[src/rtl/boot_pkg.sv]
// Shared definitions for the UART boot loader: FSM state encoding,
// status bytes sent back to the host, and the length-header size.
package boot_pkg;

    typedef enum logic [2:0] {
        LEN  = 3'd0,
        DATA = 3'd1,
        CSUM = 3'd2,
        ACK  = 3'd3,
        DONE = 3'd4,
        ERR  = 3'd5
    } boot_state_t;

    localparam logic [7:0] ACK_OK    = 8'hAA;
    localparam logic [7:0] ACK_ERR   = 8'hEE;
    localparam int         LEN_BYTES = 4;

endpackage

[src/rtl/boot_word_asm.sv]
// Byte-to-word assembler: shifts received bytes MSB-first into a word and
// emits a one-cycle word_valid pulse in the cycle after the completing byte.
module boot_word_asm #(
    parameter int WORD_WIDTH = 32
) (
    input  logic                  clk,
    input  logic                  rst,
    input  logic                  i_clr,
    input  logic                  i_byte_en,
    input  logic [7:0]            i_byte,
    output logic                  o_last,
    output logic                  o_word_valid,
    output logic [WORD_WIDTH-1:0] o_word
);
    localparam int BPW = WORD_WIDTH / 8;
    localparam int CW  = (BPW > 1) ? $clog2(BPW) : 1;

    logic [CW-1:0]         r_cnt;
    logic                  r_word_valid;
    logic [WORD_WIDTH-1:0] r_word;

    // The byte currently being offered completes a word when the counter is at its last slot
    assign o_last       = (r_cnt == CW'(BPW - 1));
    assign o_word_valid = r_word_valid;
    assign o_word       = r_word;

    // Shift register, byte counter and word-complete pulse
    always_ff @(posedge clk) begin
        if (rst || i_clr) begin
            r_cnt        <= '0;
            r_word_valid <= 1'b0;
            r_word       <= '0;
        end else begin
            r_word_valid <= i_byte_en && o_last;
            if (i_byte_en) begin
                r_word <= WORD_WIDTH'({r_word, i_byte});
                r_cnt  <= o_last ? '0 : (r_cnt + CW'(1));
            end
        end
    end

endmodule

[src/rtl/uart_boot_loader.sv]
// UART boot sequencer: receives a length-prefixed big-endian image, writes it
// to instruction memory, acknowledges with a status byte, then releases the
// core and hands the UART over to it.
// Optional feature macro: BOOT_CHECKSUM_EN (trailing XOR checksum byte).
module uart_boot_loader
    import boot_pkg::*;
#(
    parameter int INST_WIDTH = 16,
    parameter int WORD_WIDTH = 32
) (
    input  logic                  clk,
    input  logic                  rst,
    input  logic                  boot_start,
    input  logic                  rx_valid,
    input  logic [7:0]            rx_data,
    input  logic                  tx_ready,
    output logic                  tx_valid,
    output logic [7:0]            tx_data,
    output logic                  imem_we,
    output logic [INST_WIDTH-1:0] imem_addr,
    output logic [WORD_WIDTH-1:0] imem_wdata,
    output logic                  core_rst,
    output logic                  uart_sel,
    output logic                  boot_done,
    output logic                  boot_err
);
    localparam logic [32:0] MAX_WORDS = 33'd1 << INST_WIDTH;

    boot_state_t           r_state;
    boot_state_t           w_state_next;
    logic                  r_ok;
    logic                  w_ok_next;
    logic [23:0]           r_len;
    logic [1:0]            r_len_cnt;
    logic [INST_WIDTH:0]   r_nwords;
    logic [INST_WIDTH:0]   r_widx;
    logic [INST_WIDTH-1:0] r_addr;
    logic [31:0]           w_len_full;
    logic                  w_accept;
    logic                  w_asm_en;
    logic                  w_last;
    logic                  w_word_done;
    logic                  r_tx_valid;
    logic [7:0]            r_tx_data;
    logic                  r_core_rst;
    logic                  r_uart_sel;
    logic                  r_boot_done;
    logic                  r_boot_err;
`ifdef BOOT_CHECKSUM_EN
    logic [7:0]            r_csum;
`endif

    // A byte coinciding with a restart pulse is discarded
    assign w_accept    = rx_valid && !boot_start;
    assign w_asm_en    = w_accept && (r_state == DATA);
    assign w_word_done = w_asm_en && w_last;
    assign w_len_full  = {r_len, rx_data};

    boot_word_asm #(.WORD_WIDTH(WORD_WIDTH)) u_asm (
        .clk          (clk),
        .rst          (rst),
        .i_clr        (boot_start),
        .i_byte_en    (w_asm_en),
        .i_byte       (rx_data),
        .o_last       (w_last),
        .o_word_valid (imem_we),
        .o_word       (imem_wdata)
    );

    // FSM state and status flag register
    always_ff @(posedge clk) begin
        if (rst) begin
            r_state <= LEN;
            r_ok    <= 1'b1;
        end else begin
            r_state <= w_state_next;
            r_ok    <= w_ok_next;
        end
    end

    // Next-state and status decision
    always_comb begin
        w_state_next = r_state;
        w_ok_next    = r_ok;
        if (boot_start) begin
            w_state_next = LEN;
            w_ok_next    = 1'b1;
        end else begin
            case (r_state)
                LEN: begin
                    if (w_accept && (r_len_cnt == 2'(LEN_BYTES - 1))) begin
                        if (w_len_full == 32'd0) begin
                            w_ok_next = 1'b1;
`ifdef BOOT_CHECKSUM_EN
                            w_state_next = CSUM;
`else
                            w_state_next = ACK;
`endif
                        end else if ({1'b0, w_len_full} > MAX_WORDS) begin
                            w_ok_next    = 1'b0;
                            w_state_next = ACK;
                        end else begin
                            w_ok_next    = 1'b1;
                            w_state_next = DATA;
                        end
                    end else begin
                        w_state_next = LEN;
                    end
                end
                DATA: begin
                    if (w_word_done && (r_widx == (r_nwords - (INST_WIDTH+1)'(1)))) begin
`ifdef BOOT_CHECKSUM_EN
                        w_state_next = CSUM;
`else
                        w_state_next = ACK;
`endif
                    end else begin
                        w_state_next = DATA;
                    end
                end
`ifdef BOOT_CHECKSUM_EN
                CSUM: begin
                    if (w_accept) begin
                        w_ok_next    = (rx_data == r_csum);
                        w_state_next = ACK;
                    end else begin
                        w_state_next = CSUM;
                    end
                end
`endif
                ACK: begin
                    // tx_valid is high for the whole of ACK, so tx_ready alone completes the transfer
                    if (tx_ready) begin
                        w_state_next = r_ok ? DONE : ERR;
                    end else begin
                        w_state_next = ACK;
                    end
                end
                DONE:    w_state_next = DONE;
                ERR:     w_state_next = ERR;
                default: w_state_next = LEN;
            endcase
        end
    end

    // Length header, word index and running checksum
    always_ff @(posedge clk) begin
        if (rst || boot_start) begin
            r_len     <= 24'd0;
            r_len_cnt <= 2'd0;
            r_nwords  <= '0;
            r_widx    <= '0;
            r_addr    <= '0;
`ifdef BOOT_CHECKSUM_EN
            r_csum    <= 8'h00;
`endif
        end else begin
            if (w_accept && (r_state == LEN)) begin
                r_len     <= w_len_full[23:0];
                r_len_cnt <= r_len_cnt + 2'd1;
                r_nwords  <= w_len_full[INST_WIDTH:0];
            end
            if (w_word_done) begin
                r_addr <= r_widx[INST_WIDTH-1:0];
                r_widx <= r_widx + (INST_WIDTH+1)'(1);
            end
`ifdef BOOT_CHECKSUM_EN
            if (w_asm_en) begin
                r_csum <= r_csum ^ rx_data;
            end
`endif
        end
    end

    // Registered outputs decoded from the upcoming state
    always_ff @(posedge clk) begin
        if (rst) begin
            r_tx_valid  <= 1'b0;
            r_tx_data   <= 8'h00;
            r_core_rst  <= 1'b1;
            r_uart_sel  <= 1'b0;
            r_boot_done <= 1'b0;
            r_boot_err  <= 1'b0;
        end else begin
            r_tx_valid  <= (w_state_next == ACK);
            r_tx_data   <= (w_state_next == ACK) ? (w_ok_next ? ACK_OK : ACK_ERR) : 8'h00;
            r_core_rst  <= (w_state_next != DONE);
            r_uart_sel  <= (w_state_next == DONE);
            r_boot_done <= (w_state_next == DONE);
            r_boot_err  <= (w_state_next == ERR);
        end
    end

    assign tx_valid  = r_tx_valid;
    assign tx_data   = r_tx_data;
    assign imem_addr = r_addr;
    assign core_rst  = r_core_rst;
    assign uart_sel  = r_uart_sel;
    assign boot_done = r_boot_done;
    assign boot_err  = r_boot_err;

endmodule
[config.mk]
export PLATFORM = sky130hd
export DESIGN_NAME = uart_boot_loader
export DESIGN_NICKNAME = d
export VERILOG_FILES = /design/src/rtl/boot_pkg.sv /design/src/rtl/boot_word_asm.sv /design/src/rtl/uart_boot_loader.sv
export SDC_FILE = /design/constraint.sdc
export NUM_CORES = 1
export LEC_CHECK = 0
export CAP_MARGIN = 15
export CORE_UTILIZATION = 40
export DETAILED_ROUTE_END_ITERATION = 8
export PLACE_DENSITY = 0.67
export SYNTH_ARGS = -nofsm -noshare
export SYNTH_HDL_FRONTEND = slang
export SYNTH_SLANG_ARGS = --single-unit
[constraint.sdc]
create_clock -name clk -period 4.5 [get_ports clk]
set_input_delay 0.9 -clock clk [delete_from_list [all_inputs] [get_ports clk]]
set_output_delay 0.9 -clock clk [all_outputs]
set_load 0.01 [all_outputs]
==> results.py <==
metrics = {
    "global_route": {
        "grt_first_pass_wirelength_mm": 17.30,
        "grt_max_degree": 68,
        "overflow": 0,
        "antenna_found_initial": 0,
        "grt_pass1_vias": 3584,
        "grtUsageTotal": 0.1857,
    },
    "setup_path": {
        "worstReg2RegStart": "r_len[0]",
        "reg2regPathDepth": 9,
        "crit_type": "input pin to register",
        "critPathLaunchType": "input pin",
        "worstPathCellList": "clkdlybuf4s50_1 > nand2b_1 > or3_4 > a2111oi_4 > o2111a_1 > o311ai_1 > o31ai_4 > and2_1",
        "slowest_stage": "or3_4",
        "cp_max_fo": 20,
        "end_kind": "register",
        "reg2reg_to": "tx_data[6]",
        "worst_ep_arrival_time_ns": 3.27,
        "required_ns": 4.79,
        "rrSetupSlack_ns": 1.94,
        "cpPeakStageDelay_ns": 0.53,
    },
    "sta": {
        "finalWorstSetupSlack_ns": 1.522,
        "finalSetupTns_ns": 0,
        "post-route-min-period_ns": 2.978,
        "fin_hold_ws_ns": 0.4553,
        "hold_viol_final": 0,
        "fin_skew_ns": 0.007716,
        "worst_slew_pin_slew_ns": 0.6560,
        "fmax_mhz": 335.8,
        "rsz0062_at_grt": "no",
        "relSlewSlack": 0.5558,
        "period_share": 0.6618,
        "maxSlewViolCount": 0,
        "setup_viol": 0,
    },
    "status": {
        "status": "finished clean",
    },
    "drt": {
        "drc_errors": 0,
        "wire_per_inst_um": 14.42,
        "vias": 3817,
        "wl_mm": 10.64,
        "ant_nets": 0,
        "drtPass1Iterations": 5,
        "viasPerCell": 5.172,
        "drt_iter0_markers": 224,
    },
    "power_and_ir_drop": {
        "ir_worst_vdd_mv": 0.2238,
        "p_leak_nw": 1.854,
        "power_density_mw_per_mm2": 319.4,
    },
    "place": {
        "dpl.hpwl_mm": 7.352,
        "place_inst": 723,
        "finalWeightedCongestion": 0.8953,
        "pre_cts_ws_ns": 1.187,
        "numPortBuffers": 72,
    },
    "synth": {
        "syn_avg_cell_area_um2": 8.355,
        "async_reset_ff_frac": 0,
        "synth_commonest_cells": "115 x nand2_1, 104 x dfxtp_1, 59 x nor2_1",
        "synthDistinctLibCells": 52,
        "yosysMostFrequentCell": "nand2_1",
        "ys_seq_area_frac": 0.4514,
        "synth_edf_count": 0,
        "ys_ff_latch": 104,
        "synth_top_area_frac": 0.4514,
        "syn_area_mm2": 0.004612,
        "synth-warning-count": 0,
        "synth_ff_type": "dfxtp_1",
        "synthCells": 552,
        "synth_top_area_cell": "dfxtp_1",
        "synthTopCellsByArea": "dfxtp_1 45%, nand2_1 9.4%, a21oi_1 6.3%",
    },
    "clock_tree": {
        "path_clk_slew_ns": 0.06,
        "cts_tree": "done",
        "h-tree-depth": 3,
        "cts_buffers": 9,
        "root_buffer": "clkbuf_16",
        "cts_hold_buf": 0,
        "cts_buffer_depth": 2,
        "clk_latency_ns": 0.35,
        "cts_setup_buffers": 0,
        "cts.sinks": 104,
        "post_cts_resized": 0,
    },
    "finish": {
        "syn2layout_area_growth_pct": 22.63,
        "nets": 611,
        "diodes": 0,
        "stdcell_count": 738,
        "drive_gt1_frac": 0.05853,
    },
    "floorplan": {
        "dieArea_mm2": 0.01196,
        "row_count": 38,
        "coreArea_mm2": 0.01103,
        "initial_core_util": 0.4181,
        "io_pins": 75,
        "die_height_um": 109.4,
        "fp.dieW_um": 109.4,
    },
    "worst_hold_path": {
        "hold_end": "imem_addr[5]",
        "worstHoldStart": "imem_addr[5]",
        "hold_class": "register to register",
        "hold_depth": 2,
    },
    "job": {
        "cap_violations": 0,
    },
}
-- cell type report --
type	instances	area, um2
fillers	1014	5375
inverters	6	22.52
flip-flops and latches	104	2082
multi-input cells	396	2312
clock inverters	4	52.55
clock buffers	11	252.7
repair buffers	77	758.2
well taps	140	175.2
-- worst max-delay path by stage --
| stage | start | to | slack (ns) | cells after the start |
|---|---|---|---|---|
| floorplan | boot_start | r_widx[15] | 2.02 | 7 |
| global placement | boot_start | tx_data[6] | 1.27 | 8 |
| detailed placement | boot_start | tx_data[6] | 1.19 | 8 |
| CTS | boot_start | tx_data[6] | 1.51 | 8 |
| global route | boot_start | tx_data[6] | 1.38 | 8 |
| finish | boot_start | tx_data[6] | 1.52 | 8 |
-- per-stage QoR --
step / total power [mW] / cell area (um2) / util
floorplan: 1.007 / 4616 / -
global placement: 1.031 / 5350 / 0.4850
detailed placement: 1.033 / 5350 / 0.4850
CTS: 1.823 / 5655 / 0.5127
global route: 1.869 / 5655 / 0.5127
finish: 1.806 / 5655 / 0.5127
-- registers in the layout (all words and copies together) (netlist names) --
register            flops
tx_valid                1
boot_done               1
core_rst                1
boot_err                1
r_len                  24
r_widx                 17
u_asm.r_cnt             2
u_asm.o_word           32
r_len_cnt               2
u_asm.o_word_valid      1
r_ok                    1
imem_addr              16
tx_data                 2
r_state                 3
-- layout by cell type, fill, tap and decap left out, drive strengths merged, types with 2 or more instances in the layout --
cell	count
nor4b	2
a2111oi	2
a21oi	58
clkdlybuf4s50	72
and2	3
nand3	9
a31oi	2
o21ai	6
nor3	12
a211oi	2
nand2b	5
nor3b	4
or2	2
xor2	14
nor2b	2
o311ai	2
mux2i	27
nand2	115
xnor2	23
dfxtp	104
nor4	10
clkinv	2
inv	7
and3	3
buf	5
nor2	59
o31ai	5
or3	5
ha	4
clkbuf	11
conb	2
nand4	7
-- power breakdown --
| group | leakage [nW] | internal (mW) | switching [mW] |
|---|---|---|---|
| registers | 0.838 | 0.922 | 0.00534 |
| logic | 0.864 | 0.0354 | 0.0494 |
| clock network | 0.152 | 0.460 | 0.333 |
| total | 1.85 | 1.42 | 0.388 |
-- metal layers --
layer	wire, um	GRT usage
met5	0	0
met2	5028	0.3019
met3	478	0.03912
met1	5052	0.2414
met4	85	0.07048
-- cells by family after synthesis --
group	share of synthesized area
DFF	0.4514
adders and majority gates	0.01085
and+or+nand+nor	0.2434
AOI/OAI and AO/OA	0.1112
xor gates and xnor gates	0.07027
muxes	0.06104
other	0.0008131
buffers and inverters	0.05100
-- worst max-delay path, delay by kind of cell --
family / cells / cell delay [ns]
buffers and inverters: 1 / 0.50
AOI/OAI and AO/OA: 4 / 0.95
and+or+nand+nor: 3 / 0.90
Note: power is estimated with default switching activity, not from simulation.
